File: src/rtl/sq_retire_wbuf.sv
// Retired-store write buffer: circular FIFO drained to memory by an IDLE/WRITE FSM.
// Optional same-word store merging is enabled by defining SQ_RETIRE_WBUF_COALESCE_EN.
module sq_retire_wbuf #(
  parameter int DATA_WIDTH = 32,
  parameter int ADDR_WIDTH = 32,
  parameter int DEPTH      = 4
) (
  input  logic                    clk,
  input  logic                    rst,
  input  logic                    i_sq_retire_en,
  input  logic [DATA_WIDTH/8-1:0] i_sq_retire_byte_en,
  input  logic [ADDR_WIDTH-1:0]   i_sq_retire_addr,
  input  logic [DATA_WIDTH-1:0]   i_sq_retire_data,
  output logic                    o_sq_retire_dc_hit,
  output logic                    o_sq_retire_msq_full,
  output logic                    o_mem_wr_en,
  output logic [ADDR_WIDTH-1:0]   o_mem_addr,
  output logic [DATA_WIDTH/8-1:0] o_mem_byte_en,
  output logic [DATA_WIDTH-1:0]   o_mem_data,
  input  logic                    i_mem_wr_ack,
  output logic                    o_empty
);

  localparam int BW  = DATA_WIDTH / 8;
  localparam int OFF = $clog2(BW);
  localparam int PW  = $clog2(DEPTH);
  localparam int CW  = $clog2(DEPTH + 1);

  typedef enum logic {
    IDLE,
    WRITE
  } state_t;

  state_t state_q, state_d;

  logic [ADDR_WIDTH-1:0] ent_addr [DEPTH];
  logic [BW-1:0]         ent_be   [DEPTH];
  logic [DATA_WIDTH-1:0] ent_data [DEPTH];

  logic [PW-1:0] head_q, tail_q;
  logic [CW-1:0] count_q, count_d;
  logic          hit_q, full_q;

  logic [ADDR_WIDTH-1:0] req_waddr;
  logic                  push, pop, merge;

  assign req_waddr = (i_sq_retire_addr >> OFF) << OFF;

`ifdef SQ_RETIRE_WBUF_COALESCE_EN
  logic [PW-1:0] merge_idx;

  // Oldest-to-youngest scan so the youngest match wins; a head being written is off limits.
  always_comb begin
    merge     = 1'b0;
    merge_idx = '0;
    for (int i = 0; i < DEPTH; i++) begin
      if (CW'(i) < count_q &&
          !(i == 0 && state_q == WRITE) &&
          ent_addr[head_q + PW'(i)] == req_waddr) begin
        merge     = i_sq_retire_en;
        merge_idx = head_q + PW'(i);
      end
    end
  end
`else
  assign merge = 1'b0;
`endif

  assign push = i_sq_retire_en && !merge && (count_q < CW'(DEPTH));
  assign pop  = (state_q == WRITE) && i_mem_wr_ack;

  always_comb begin
    count_d = count_q;
    if (push && !pop) begin
      count_d = count_q + 1'b1;
    end else if (pop && !push) begin
      count_d = count_q - 1'b1;
    end
  end

  always_comb begin
    state_d = state_q;
    unique case (state_q)
      IDLE:    if (count_q != '0) state_d = WRITE;
      WRITE:   if (pop && count_d == '0) state_d = IDLE;
      default: state_d = IDLE;
    endcase
  end

  always_ff @(posedge clk) begin
    if (rst) begin
      state_q <= IDLE;
      head_q  <= '0;
      tail_q  <= '0;
      count_q <= '0;
      hit_q   <= 1'b0;
      full_q  <= 1'b0;
    end else begin
      state_q <= state_d;
      count_q <= count_d;
      hit_q   <= i_sq_retire_en && (push || merge);
      full_q  <= i_sq_retire_en && !push && !merge;
      if (push) tail_q <= tail_q + 1'b1;
      if (pop)  head_q <= head_q + 1'b1;
    end
  end

  // Entry storage carries no reset; validity lives in count_q.
  always_ff @(posedge clk) begin
    if (push) begin
      ent_addr[tail_q] <= req_waddr;
      ent_be[tail_q]   <= i_sq_retire_byte_en;
      ent_data[tail_q] <= i_sq_retire_data;
    end
`ifdef SQ_RETIRE_WBUF_COALESCE_EN
    else if (merge) begin
      ent_be[merge_idx] <= ent_be[merge_idx] | i_sq_retire_byte_en;
      for (int b = 0; b < BW; b++) begin
        if (i_sq_retire_byte_en[b]) begin
          ent_data[merge_idx][b*8 +: 8] <= i_sq_retire_data[b*8 +: 8];
        end
      end
    end
`endif
  end

  always_comb begin
    o_mem_wr_en   = 1'b0;
    o_mem_addr    = '0;
    o_mem_byte_en = '0;
    o_mem_data    = '0;
    if (state_q == WRITE) begin
      o_mem_wr_en   = 1'b1;
      o_mem_addr    = ent_addr[head_q];
      o_mem_byte_en = ent_be[head_q];
      o_mem_data    = ent_data[head_q];
    end
  end

  assign o_sq_retire_dc_hit   = hit_q;
  assign o_sq_retire_msq_full = full_q;
  assign o_empty              = (count_q == '0) && (state_q == IDLE);

endmodule
File: config.mk
export PLATFORM = sky130hd
export DESIGN_NAME = sq_retire_wbuf
export DESIGN_NICKNAME = d
export VERILOG_FILES = /design/src/rtl/sq_retire_wbuf.sv
export SDC_FILE = /design/constraint.sdc
export NUM_CORES = 1
export LEC_CHECK = 0
export ABC_AREA = 1
export CORE_UTILIZATION = 50
export DETAILED_ROUTE_END_ITERATION = 8
export PLACE_DENSITY = 0.75
export SYNTH_ARGS = -nofsm -noshare
export SYNTH_HDL_FRONTEND = slang
export SYNTH_SLANG_ARGS = --single-unit
File: constraint.sdc
create_clock -name clk -period 5.6 [get_ports clk]
set_clock_uncertainty 0.15 [all_clocks]
set_input_delay 1.12 -clock clk [delete_from_list [all_inputs] [get_ports clk]]
set_output_delay 1.12 -clock clk [all_outputs]
set_load 0.01 [all_outputs]
# Word level (Yosys, flattened, before mapping)
# Memory sizes are Yosys's and may differ from the RTL's. A register that Yosys moved wholly into a read port is not among the register bits.
# Index checks and enable logic that the tools add are counted.
[totals] elab_cells=45 mem_count=3 output_inout_bits=72 mem_bits_rw=264 reg_bits=10 inputBits=72
[op_classes] n_lt_le_gt_ge=1 mux=17 n_reduce_logical=13 add_sub_neg=4 bitwise_logic=1
[mem_list] memory="ent_data" depth=4 word_bits=32 rd=1 rd_ports_with_merged_regs=1 write_ports=1 line="38" source="logic [DATA_WIDTH-1:0] ent_data [DEPTH];"
[mem_list] memory="ent_addr" depth=4 word_bits=30 rd=1 rd_ports_with_merged_regs=1 write_ports=1 line="36" source="logic [ADDR_WIDTH-1:0] ent_addr [DEPTH];"
[mem_list] memory="ent_be" depth=4 word_bits=4 rd=1 rd_ports_with_merged_regs=1 write_ports=1 line="37" source="logic [BW-1:0] ent_be [DEPTH];"
[op_table] cell="32-bit 2-to-1 mux" n=2
[op_table] cell="2-bit 2-to-1 mux" n=6
[op_table] cell="1-bit logical AND" n=8
[op_table] cell="3-bit zero test" n=2
[op_table] cell="3-bit 2-to-1 mux" n=2
[op_table] cell="1-bit 2-to-1 mux" n=5
[op_table] cell="2-bit by 1-bit adder with 2-bit output (second input constant)" n=2
[op_table] cell="4-bit 2-to-1 mux" n=1
[op_table] cell="3-bit by 1-bit adder with 3-bit output (second input constant)" n=1
[op_table] cell="3-bit < comparator (second input constant)" n=1
[op_table] cell="3-bit nonzero test" n=1
[op_table] cell="3-bit by 1-bit subtractor with 3-bit output (second input constant)" n=1
[op_table] cell="1-bit zero test" n=2
[op_table] cell="1-bit one-hot mux with 2 select lines" n=1
[op_table] cell="1-bit inverter" n=1

# Longest topological paths before layout
# Gate-level depths: netlist of run 1.
[depth] word_depth=10 mapped_depth=9 mapped_depth_nobuf=9

# Worst setup path before layout of run 1
# Ideal clock, no wire load.
[synth_path] path_type="input-to-reg" startpoint="input port i_sq_retire_en" endpoint="memory ent_addr[0][0] (netlist name) (enable)" t_arrival_ps=4102 n_path_buf=1 stages=3 path_slack_ps=857 path_cell_list="nand2_1 buf_4 nor2_1"
[synth_via] elab_chain_cells=3
[synth_rtl] element="start, declared" line="10" source="input logic i_sq_retire_en,"
[synth_rtl] element="1-bit logical AND" line="69" source="assign push = i_sq_retire_en && !merge && (count_q < CW'(DEPTH));"
[synth_rtl] element="1-bit 2-to-1 mux" line="110" source="if (push) begin"
[synth_rtl] element="1-bit 2-to-1 mux (not written as such)" line="111" source="ent_addr[tail_q] <= req_waddr;"
[synth_rtl] element="end, declared" line="36"
# Every way passes these cells.

==> results of run 1 <==
==> final cells by class <==
type / instances / area [µm²]
multi-input cells: 517 / 2310
flip-flops and latches: 276 / 8170
diodes: 1 / 2.50
fillers: 1579 / 7860
clock inverters: 17 / 113
repair buffers: 152 / 1530
clock buffers: 30 / 687
well taps: 275 / 344
inverters: 18 / 70.1
==> cells in the mapped netlist <==
master	count	area share (%)
dfxtp_1	12	2.2
nand2_1	14	0.49
clkinv_2	1	0.046
inv_2	1	0.035
clkbuf_2	5	0.23
clkbuf_1	14	0.49
buf_6	1	0.10
o21ai_1	80	3.7
nand3_1	6	0.28
ha_1	7	0.81
a21oi_1	71	3.3
buf_4	13	0.90
nor2_1	278	9.7
conb_1	1	0.035
inv_1	16	0.56
o211ai_1	1	0.070
buf_1	1	0.035
edfxtp_1	264	73
buf_2	19	0.88
o21ai_0	57	2.6
xor2_1	1	0.081
==> critical path, stage by stage, from the launching register on <==
cell,delay [ns]
dfxtp_4,0.52
inv_4,0.50
buf_12,0.37
o21ai_0,0.15
a21oi_1,0.21
clkdlybuf4s50_1,0.61
==> cell families after synthesis <==
family / count (synthesis)
AOI/OAI and AO/OA: 209
adders and majority gates: 7
buffers and inverters: 71
DFF: 276
other: 1
xor gates and xnor gates: 1
and+or+nand+nor: 298
==> power by group through the flow <==
stage          registers (W)  logic [W]  clock network, W
2_1_floorplan        0.00246   0.000343                 0
6_report             0.00242   0.000643           0.00162
4_1_cts              0.00242   0.000651           0.00165
3_3_place_gp         0.00246   0.000636                 0
5_1_grt              0.00243   0.000708           0.00173
3_5_place_dp         0.00246   0.000647                 0
==> final timing paths <==
check / startpoint / endpoint / depth (start not counted)
worst max register to register: count_q[2] / ent_addr[1][7] / 4
worst min register to register: head_q[0] / flip-flop / 1
worst min-delay path: head_q[0] / flip-flop / 1
worst max-delay path: flip-flop / o_mem_addr[11] / 5
==> state kept, by name, indices dropped and copies added, names as in the netlist, named ones only <==
name                  flops
count_q                   3
ent_addr                120
ent_be                   16
ent_data                128
head_q                    2
o_sq_retire_dc_hit        1
o_sq_retire_msq_full      1
state_q                   1
tail_q                    2
==> routing by layer <==
metal | track usage (%) | vias up | wire length (µm)
li1 | - | 3287 | -
met1 | 24.0 | 3253 | 8890
met2 | 34.4 | 177 | 10700
met3 | 4.56 | 38 | 1350
met4 | 5.10 | 2 | 419
met5 | 0 | - | 11
==> through the flow <==
step                hold WS [ns]  setup WS [ns]  cell area [µm²]  std cells  power (W)
floorplan                  0.293          0.857            10800        864    0.00280
global placement           0.305           1.88            12400       1238    0.00310
detailed placement         0.313           1.88            12400       1238    0.00311
CTS                        0.324           1.35            13200       1285    0.00472
global route               0.367           1.18            13200       1285    0.00487
finish                     0.323           1.39            13200       1286    0.00468
==> results.cfg, run 1 <==
[die]
die_h_um = 149
die_width_um = 149
die_area_um2 = 22200
io_pins = 144
start_util_pct = 51.2
core_area_um2 = 21100
num_rows = 53

[worst_setup_path]
end_kind = output port
crit_type = reg2out
critPathArrivalTime_ns = 2.94
path_max_fanout = 74
reg2reg_slack_ns = 3.14
startpoint_type = flip-flop
cp.required_ns = 4.33

[yosys]
ys_seq_area_share_pct = 75.7
syn_area_per_cell_um2 = 12.5
ys_seq_elements = 276
yosysUniqueCellTypes = 21
synth_top_family_by_area = simple AND/OR/NAND/NOR gates
yosys.area_share.adder_pct = 0.811
synth_xor_area_share_pct = 0.0811
synth_mux_area_share_pct = 0
synth_compound_area_share_pct = 9.71
syn_area_um2 = 10800
postSynthCellCount = 863
synth_warnings = 0
synthSimpleGateAreaFrac_pct = 10.4

[flow_run]
max_cap_viol_count = 0

[pwr]
p_sw_w = 0.00111
p_sw_share_pct = 23.7
pwr-share-seq_pct = 51.7
p_leak_nw = 4.49
p_clk_share_pct = 34.6
p_comb_share_pct = 13.7
p_per_area_nw_per_um2 = 354
ir_drop_mv = 0.265
internal_power_w = 0.00357

[sta]
setup_viol = 0
period_needed_ns = 4.21
relSlewSlack_pct = 28.8
finalHoldViolCount = 0
tightest_slew_ns = 1.07
tns_ns = 0
drv_slew = 0
rsz0062_at_grt = false
timing.final.crit_share_pct = 75.3
max_clock_freq_mhz = 237

[route]
drc = 0
via_count = 6757
via_per_inst = 5.25
ant_nets = 0
drtIter0Drc = 331
drt_wl_total_um = 21300
wl_per_cell_um = 16.6
first_pass_iters = 4

[cts]
cts_resized = 0
cts_sinks = 276
numCtsBuffers = 26
post_cts_buffers = 0
clock_path_buffers = 3
cts_tree = done
clock_latency_ns = 0.52
cts_hold_buf = 0
htreeDepth = 1
path_clk_slew_ns = 0.06
cts-root-buf = clkbuf_16

[cells_and_area]
final_cell_mix = nor2_1, edfxtp_1, clkdlybuf4s50_1
postLayoutCoreUtil_pct = 62.7
nets = 1070
drive_above_1_share_pct = 6.04
final_common_cell = nor2_1
area_delta_synth_final_pct = 22.5

[grt]
antenna_found_initial = 1
grt_pass1_vias = 6523
grt_usage_pct = 19.5
grt_start_max_net_pins = 75
grt_pass1_wl_um = 33200
grt_overflow = 0

[placed_design]
portBuffers = 139
hpwl_um = 11700
finalWeightedCongestion = 0.736

[min_path]
hp-class = reg2reg

[run_status]
outcome = complete, no violations
No activity file was read; power rests on OpenSTA's default activity.
==> run 2, diff against run 1 <==
--- a/config.mk
+++ b/config.mk
@@ -6,9 +6,9 @@
 export NUM_CORES = 1
 export LEC_CHECK = 0
 export ABC_AREA = 1
-export CORE_UTILIZATION = 50
+export CORE_UTILIZATION = 49
 export DETAILED_ROUTE_END_ITERATION = 8
-export PLACE_DENSITY = 0.75
+export PLACE_DENSITY = 0.76
 export SYNTH_ARGS = -nofsm -noshare
 export SYNTH_HDL_FRONTEND = slang
 export SYNTH_SLANG_ARGS = --single-unit
==> constraint.sdc (replaced) <==
create_clock -name clk -period 3.8 [get_ports clk]
set_clock_uncertainty 0.15 [all_clocks]
set_input_delay 0.76 -clock clk [delete_from_list [all_inputs] [get_ports clk]]
set_output_delay 0.76 -clock clk [all_outputs]
set_load 0.01 [all_outputs]
==> results.cfg, run 2 (synthesis gave the netlist of run 1 again) <==
[cells_and_area]
postLayoutCellArea_um2 = 13400
final_cells = 1294
final_cell_mix = nor2_1, edfxtp_1, clkdlybuf4s50_1
area_delta_synth_final_pct = 23.9
diodes = 0
drive_above_1_share_pct = 6.48
postLayoutCoreUtil_pct = 62.8
largest_reg_flops = 128
fill_cells = 1581
regArea_um2 = 8170
final_common_cell = nor2_1
largest_register = ent_data
top_regs = ent_data x128, ent_addr x120, ent_be x16
multi_input_area_um2 = 2310
nets = 1076

[min_path]
hp-class = reg2reg

[sta]
setup_viol = 0
finalHoldViolCount = 0
tightest_slew_ns = 0.872
drv_slew = 0
relSlewSlack_pct = 41.9
max_clock_freq_mhz = 290
fin_hold_ws_ns = 0.332
period_needed_ns = 3.45
timing.final.crit_share_pct = 90.7
rsz0062_at_grt = false

[grt]
grt_pass1_wl_um = 34600
grt_overflow = 0
grt_usage_pct = 20.1
antenna_found_initial = 0
grt_pass1_vias = 6829
grt_start_max_net_pins = 81

[cts]
cts-root-buf = clkbuf_16
htreeDepth = 1
cts_hold_buf = 0
cts_tree = done
numCtsBuffers = 28
clock_latency_ns = 0.53
path_clk_slew_ns = 0.06
cts_sinks = 276
clock_path_buffers = 3

[worst_setup_path]
critPathArrivalTime_ns = 2.54
end_kind = output port
crit_type = reg2out
path_max_fanout = 62
startpoint_type = flip-flop
cp.required_ns = 2.89
reg2reg_slack_ns = 1.70

[flow_run]
max_cap_viol_count = 0

[die]
die_area_um2 = 22600
core_area_um2 = 21300
start_util_pct = 50.7
die_width_um = 150
io_pins = 144
die_h_um = 150
num_rows = 53

[placed_design]
numPlacedInstances = 1242
portBuffers = 139
finalWeightedCongestion = 0.759
hpwl_um = 12200
placed_area_um2 = 12400

[route]
wl_per_cell_um = 17.2
drtIter0Drc = 433
drt_wl_total_um = 22300
via_count = 6867
via_per_inst = 5.31
drc = 0
first_pass_iters = 4
ant_nets = 0

[run_status]
outcome = complete, no violations

[pwr]
p_per_area_nw_per_um2 = 543
p_leak_nw = 4.57
ir_drop_mv = 0.418
## run 2: changes by cell type in the layout (fill, tap and decap cells not counted), moves of 2 or more
| cell | before | now |
|---|---|---|
| buf_4 | 10 | 14 |
| bufinv_16 | 1 | 4 |
| clkbuf_1 | 3 | 6 |
| clkbuf_16 | 27 | 29 |
| clkinv_2 | 8 | 6 |
## run 2: critical path, stage by stage (launching register included)
cell,delay (ns)
dfxtp_4,0.43
buf_6,0.42
nor2_1,0.12
nor2_1,0.11
o21ai_1,0.08
a21oi_1,0.21
clkdlybuf4s50_1,0.58
## run 2: area by class of cell
class / instances / area share, %
sequential: 276 / 61.1
multi-input combinational: 517 / 17.3
timing repair buffer: 156 / 11.6
clock buffer: 35 / 5.59
tap: 275 / 2.57
clock inverter: 17 / 1.38
inverter: 18 / 0.515
## run 2: metal layers
| layer | GRT usage [%] | vias to the layer above | share of wire (%) |
|---|---|---|---|
| met5 | 0 | - | 0 |
| met4 | 6.57 | 0 | 2.3 |
| met3 | 3.48 | 39 | 7.3 |
| met2 | 35.4 | 229 | 49 |
| met1 | 25.1 | 3296 | 41 |
| li1 | - | 3303 | - |
## run 2: power breakdown
group | switching, W | internal, W | leakage (nW)
clock | 0.00108 | 0.00166 | 0.455
combinational | 0.000569 | 0.000399 | 1.60
sequential | 0.0000442 | 0.00351 | 2.52
total | 0.00170 | 0.00557 | 4.57
## run 2: final timing paths
path,from,end,cells past startpoint
max reg2reg,count_q[2],ent_addr[3][11],4
min,head_q[0],flip-flop,1
max,flip-flop,o_mem_data[7],6
min reg2reg,head_q[0],flip-flop,1
## run 2: through the flow
step,setup TNS (ns),setup slack (ns),total power [W]
6_report,0,0.353,0.00727
5_1_grt,0,0.144,0.00755
4_1_cts,0,0.170,0.00732
3_5_place_dp,0,0.725,0.00459
3_3_place_gp,0,0.752,0.00457
2_1_floorplan,-153.88,-0.583,0.00413
## run 2: what timing repair did
item                                    CTS  global route
resized for setup                         0             1
buffers inserted                          0             0
endpoints found under the setup margin    0             1
